$ cat config.mk
export PLATFORM = sky130hd
export DESIGN_NAME = mac_reg_bank
export DESIGN_NICKNAME = d
export VERILOG_FILES = /design/src/rtl/mac_reg_bank.sv
export SDC_FILE = /design/constraint.sdc
export NUM_CORES = 1
export LEC_CHECK = 0
export CORE_AREA = 2 2 296 298
export CTS_CLUSTER_SIZE = 10
export DETAILED_ROUTE_END_ITERATION = 7
export DIE_AREA = 0 0 298 300
export PLACE_DENSITY = 0.76
export SYNTH_ARGS = -nofsm -noshare
export SYNTH_HDL_FRONTEND = slang
export SYNTH_SLANG_ARGS = --single-unit
export TNS_END_PERCENT = 5
$ cat constraint.sdc
create_clock -name Clk_reg -period 2.6 [get_ports Clk_reg]
set_input_delay 0.52 -clock Clk_reg [delete_from_list [all_inputs] [get_ports Clk_reg]]
set_output_delay 0.52 -clock Clk_reg [all_outputs]
set_load 0.02 [all_outputs]
$ cat src/rtl/mac_reg_bank.sv
// Host-facing register bank for the Ethernet MAC. It holds the generic
// control registers, a self-clearing command register, the interrupt
// status/mask pair and a statistics fetch engine with a shadow latch.
module mac_reg_bank #(
  parameter int                   NREG     = 40,
  parameter int                   DW       = 16,
  parameter int                   AW       = 8,
  parameter logic [NREG*DW-1:0]   RST_VAL  = '0,
  parameter int                   EVT_N    = 8,
  parameter int                   SAW      = 6,
  parameter int                   STAT_TMO = 255
) (
  input  logic                 Clk_reg,
  input  logic                 Reset_n,
  input  logic                 CSB,
  input  logic                 WRB,
  input  logic [AW-1:0]        CA,
  input  logic [DW-1:0]        CD_in,
  output logic [DW-1:0]        CD_out,
  output logic [NREG*DW-1:0]   Reg_out,
  output logic [DW-1:0]        Cmd_out,
  input  logic [DW-1:0]        Cmd_done,
  input  logic                 Busy,
  input  logic [EVT_N-1:0]     Evt_in,
  output logic                 Irq,
  output logic [SAW-1:0]       Stat_rd_addr,
  output logic                 Stat_rd_apply,
  input  logic                 Stat_rd_grant,
  input  logic [2*DW-1:0]      Stat_rd_dout
);

  localparam logic [AW-1:0] A_CMD    = AW'(NREG);
  localparam logic [AW-1:0] A_ISR    = AW'(NREG + 1);
  localparam logic [AW-1:0] A_IMR    = AW'(NREG + 2);
  localparam logic [AW-1:0] A_SADDR  = AW'(NREG + 3);
  localparam logic [AW-1:0] A_SLO    = AW'(NREG + 4);
  localparam logic [AW-1:0] A_SHI    = AW'(NREG + 5);
  localparam logic [AW-1:0] A_STATUS = AW'(NREG + 6);
  localparam logic [15:0]   TMO_LAST = 16'(STAT_TMO - 1);

  typedef enum logic [1:0] {
    S_IDLE = 2'd0,
    S_REQ  = 2'd1,
    S_DONE = 2'd2
  } stat_state_t;

  stat_state_t          state, state_nxt;
  logic                 wr_q;
  logic                 acc_wr, acc_rd, wr_stb;
  logic [NREG*DW-1:0]   regs;
  logic [DW-1:0]        cmd;
  logic [EVT_N:0]       isr, imr, isr_set, isr_clr;
  logic [SAW-1:0]       stat_addr;
  logic                 apply;
  logic [15:0]          timer;
  logic [2*DW-1:0]      shadow;
  logic                 stat_err;
  logic                 start_fetch, got_grant, tmo_hit;
  logic [DW-1:0]        rd_data;

  // A held chip select commits only on its first cycle.
  assign acc_wr = !CSB && !WRB;
  assign acc_rd = !CSB && WRB;
  assign wr_stb = acc_wr && !wr_q;

  assign Reg_out       = regs;
  assign Cmd_out       = cmd;
  assign Stat_rd_addr  = stat_addr;
  assign Stat_rd_apply = apply;

  // Remember the previous write phase to build the one-shot write strobe.
  always_ff @(posedge Clk_reg or negedge Reset_n) begin
    if (!Reset_n) wr_q <= 1'b0;
    else          wr_q <= acc_wr;
  end

  // Generic read/write registers with per-register reset values.
  always_ff @(posedge Clk_reg or negedge Reset_n) begin
    if (!Reset_n) begin
      regs <= RST_VAL;
    end else begin
      for (int i = 0; i < NREG; i++) begin
        if (wr_stb && (CA == AW'(i))) regs[i*DW +: DW] <= CD_in;
      end
    end
  end

  // Command register: completion pulses override a same-cycle host write.
  always_ff @(posedge Clk_reg or negedge Reset_n) begin
    if (!Reset_n) begin
      cmd <= '0;
    end else if (wr_stb && (CA == A_CMD) && !Busy) begin
      cmd <= CD_in & ~Cmd_done;
    end else begin
      cmd <= cmd & ~Cmd_done;
    end
  end

  // Interrupt set/clear terms; a set always beats a write-1-to-clear.
  always_comb begin
    isr_set = {tmo_hit, Evt_in};
    if (wr_stb && (CA == A_ISR)) isr_clr = CD_in[EVT_N:0];
    else                         isr_clr = '0;
  end

  // Interrupt status, mask and the registered interrupt request.
  always_ff @(posedge Clk_reg or negedge Reset_n) begin
    if (!Reset_n) begin
      isr <= '0;
      imr <= '0;
      Irq <= 1'b0;
    end else begin
      isr <= (isr & ~isr_clr) | isr_set;
      if (wr_stb && (CA == A_IMR)) imr <= CD_in[EVT_N:0];
      Irq <= |(isr & imr);
    end
  end

  // Statistics fetch state register.
  always_ff @(posedge Clk_reg or negedge Reset_n) begin
    if (!Reset_n) state <= S_IDLE;
    else          state <= state_nxt;
  end

  // Statistics fetch next-state and completion decode.
  always_comb begin
    state_nxt   = state;
    start_fetch = 1'b0;
    got_grant   = 1'b0;
    tmo_hit     = 1'b0;
    case (state)
      S_IDLE: begin
        if (wr_stb && (CA == A_SADDR)) begin
          start_fetch = 1'b1;
          state_nxt   = S_REQ;
        end else begin
          state_nxt   = S_IDLE;
        end
      end
      S_REQ: begin
        if (Stat_rd_grant) begin
          got_grant = 1'b1;
          state_nxt = S_DONE;
        end else if (timer == TMO_LAST) begin
          tmo_hit   = 1'b1;
          state_nxt = S_DONE;
        end else begin
          state_nxt = S_REQ;
        end
      end
      S_DONE:  state_nxt = S_IDLE;
      default: state_nxt = S_IDLE;
    endcase
  end

  // Fetch datapath: request, wait timer and the atomically updated shadow.
  always_ff @(posedge Clk_reg or negedge Reset_n) begin
    if (!Reset_n) begin
      stat_addr <= '0;
      apply     <= 1'b0;
      timer     <= 16'd0;
      shadow    <= '0;
      stat_err  <= 1'b0;
    end else if (start_fetch) begin
      stat_addr <= CD_in[SAW-1:0];
      apply     <= 1'b1;
      timer     <= 16'd0;
    end else if (got_grant) begin
      shadow    <= Stat_rd_dout;
      apply     <= 1'b0;
      stat_err  <= 1'b0;
    end else if (tmo_hit) begin
      shadow    <= '1;
      apply     <= 1'b0;
      stat_err  <= 1'b1;
    end else if (state == S_REQ) begin
      timer     <= timer + 16'd1;
    end
  end

  // Read mux; narrow fields are zero-extended, unmapped addresses read 0.
  always_comb begin
    rd_data = '0;
    case (CA)
      A_CMD:    rd_data = cmd;
      A_ISR:    rd_data[EVT_N:0] = isr;
      A_IMR:    rd_data[EVT_N:0] = imr;
      A_SADDR:  rd_data[SAW-1:0] = stat_addr;
      A_SLO:    rd_data = shadow[DW-1:0];
      A_SHI:    rd_data = shadow[2*DW-1:DW];
      A_STATUS: rd_data[2:0] = {Busy, stat_err, (state == S_REQ)};
      default:  rd_data = '0;
    endcase
    for (int i = 0; i < NREG; i++) begin
      rd_data = rd_data | ((CA == AW'(i)) ? regs[i*DW +: DW] : {DW{1'b0}});
    end
  end

  // Registered read data, held when no read access is in progress.
  always_ff @(posedge Clk_reg or negedge Reset_n) begin
    if (!Reset_n)    CD_out <= '0;
    else if (acc_rd) CD_out <= rd_data;
  end

endmodule
==> results <==
-- cells by family (layout without fill, tap and decap cells) --
logic type	count (synthesis)	after routing	share of synthesized area
buffers and inverters	249	1425	0.0311
AOI/OAI and AO/OA	532	532	0.115
other	0	4	0
muxes	750	750	0.245
xor gates and xnor gates	13	13	0.00331
adders and majority gates	2	2	0.000727
DFF	750	750	0.545
and+or+nand+nor	412	412	0.0594
-- synthesized netlist by cell type, types with 7 or more instances --
library cell	count	share of area
a32oi_1	25	0.0064
nor2b_1	13	0.0024
a222oi_1	21	0.0061
buf_2	74	0.011
nand2_4	8	0.0026
mux2_1	144	0.047
a21oi_1	86	0.013
inv_1	10	0.0011
a32o_1	16	0.0047
buf_1	15	0.0016
nor3b_1	10	0.0022
and2_1	8	0.0015
nand2b_1	7	0.0013
o221ai_1	10	0.0025
o31ai_1	7	0.0015
nor2_1	135	0.015
mux2_2	549	0.18
o22a_1	7	0.0018
a22o_1	53	0.013
mux2i_1	52	0.015
clkbuf_1	142	0.015
a31oi_1	24	0.0044
a22oi_1	119	0.026
a21o_1	9	0.0020
o21ai_0	39	0.0057
nand2_1	129	0.014
nor3_1	24	0.0035
a221oi_1	30	0.0076
nand3_1	19	0.0028
dfrtp_1	750	0.55
o22ai_1	27	0.0049
xor2_1	7	0.0018
-- path summary, 6_finish.rpt --
check	from	endpoint	slack (ns)	cells after the start
max	CA[4]	CD_out[2]	0.05	8
min	Reset_n	Reg_out[133]	0.36	2
max reg2reg	wr_q	Reg_out[349]	0.41	7
min reg2reg	CD_out[9]	CD_out[9]	0.50	1
max in group asynchronous	Reset_n	Reg_out[508]	1.23	3
min in group Clk_reg	Cmd_done[15]	Cmd_out[15]	0.40	2
-- where the power goes --
group	internal [mW]	total, mW	leakage (nW)	switching [mW]
Sequential	11.9	12.3	10.2	0.337
Combinational	1.35	3.39	11.9	2.04
Clock	6.51	11.5	1.24	5.02
Total	19.8	27.2	23.3	7.40
-- metal layers --
metal	part of all wire	vias up	global-route usage
li1	-	12400	-
met1	0.36	16500	0.526
met2	0.45	2776	0.663
met3	0.12	746	0.126
met4	0.071	8	0.234
met5	0.00028	-	0
-- flip-flops by register name (all words and copies together) (netlist names) --
| name | count |
|---|---|
| CD_out | 16 |
| Cmd_out | 16 |
| Irq | 1 |
| Reg_out | 640 |
| Stat_rd_addr | 6 |
| Stat_rd_apply | 1 |
| imr | 9 |
| isr | 9 |
| shadow | 32 |
| stat_err | 1 |
| state | 2 |
| timer | 16 |
| wr_q | 1 |
-- timing repair --
item,CTS,global route
hold buffers,1,0
gates resized for setup,2,2
endpoints found under the setup margin,17,17
cloned,0,0
endpoints found under the hold margin,25,0
-- through the flow --
stage               power, mW  hold WS (ns)  worst slack (ns)  TNS, ns
global placement         15.7         0.467             -1.06  -255.00
finish                   27.2         0.361            0.0475        0
detailed placement       15.7         0.468             -1.07  -261.93
floorplan                13.4         0.224             0.184        0
global route             27.7         0.383            0.0365        0
CTS                      27.1         0.357            0.0278        0
-- cell type report --
type | count | area share
multi-input cells | 1709 | 0.292
well taps | 1155 | 0.0287
clock buffers | 115 | 0.0475
inverters | 11 | 0.000819
diodes | 4 | 0.000198
clock inverters | 8 | 0.00337
flip-flops and latches | 750 | 0.372
repair buffers | 1291 | 0.255
==> flow_summary.ini <==
[clocking]
tritoncts = done
cts_sinks = 750
clock_latency_ns = 0.67
cts_buffers = 88
root_buffer = clkbuf_16
cts_buffer_depth = 3
post-cts-setup-buffer-count = 0
cts.clk_slew.worst_paths_ns = 0.06
htreeDepth = 3

[die]
ios = 766
initial_core_util = 0.399
core-area_um2 = 86200
die_w_um = 298
rows = 108
fp.dieArea_um2 = 89400
die_h_um = 300

[power_and_ir_drop]
peakVddDrop_mv = 0.520
power_density_nw_per_um2 = 539
p_leak_nw = 23.3

[yosys]
synth_nets = 2796
yosysWarnings = 0
synth_cells = 2708
synth_area_um2 = 34400
synthDistinctLibCells = 81
yosysSeqAreaShare = 0.545
async_flop_share = 1.00
ys_seq_elements = 750
synth_edf_count = 0
synthFlopType = dfrtp_1
avgSynthCellArea_um2 = 12.7

[flow_run]
cap_violations = 0

[setup_path]
cp_slowest_cell = clkdlybuf4s50_1
path_class = input port to flop
cp_top_family = buffers and inverters
arrival_ns = 3.12
crit_buf_inv = 4
slowest_delay_ns = 0.80
end_kind = flop
crit_chain = clkdlybuf4s50_1, or3b_1, buf_4, buf_12, a31oi_1, buf_4, a21oi_1, a31oi_1
critPathLaunchType = input port
crit_path_max_fanout = 8
critPathRequiredTime_ns = 3.17

[placement]
gp_congestion = 0.995
dp.cells = 4915
numPortBuffers = 765
place_hpwl_mm = 149
dpl-instance-area_um2 = 47800

[timing]
setup_violations = 0
tightest_slew_ns = 0.893
fin_crit_sh = 0.982
drv_slew = 0
period_minus_slack_ns = 2.55
relSlewSlack = 0.402
rsz0062_at_grt = no
fin_skew_ns = 0.0301
finalHoldViolations = 0
max_freq_mhz = 392

[grt]
grt_max_degree = 97
grt_pass1_vias = 31900
antenna_found_initial = 9
overflow = 0
grt_usage = 0.423
grt_first_pass_wirelength_mm = 264

[routing]
wirelength_mm = 194
wl_per_cell_um = 38.5
avgViaCountPerCell = 6.44
drtIter0Drc = 4655
via_count = 32500
drtAntennaViolNets = 0
drt-pass1-iter-count = 8
drc = 1

[layout]
seqCellArea_um2 = 18800
final_common_cell = clkdlybuf4s50_1
layout_common_cells = 759 x clkdlybuf4s50_1, 750 x dfrtp_1, 549 x mux2_2
fin_util = 0.585
drive_gt1_frac = 0.320
multi_input_area_um2 = 14700
area_delta_synth_final_pct = 46.6
nets = 3939
num-fill-cells = 7164
final_area_um2 = 50400
fin_cells = 5043

[outcome]
violations = DRC
status = finished, violations left

[hold_path]
hold_class = input port to async pin
No activity file was read; power rests on OpenSTA's default activity.
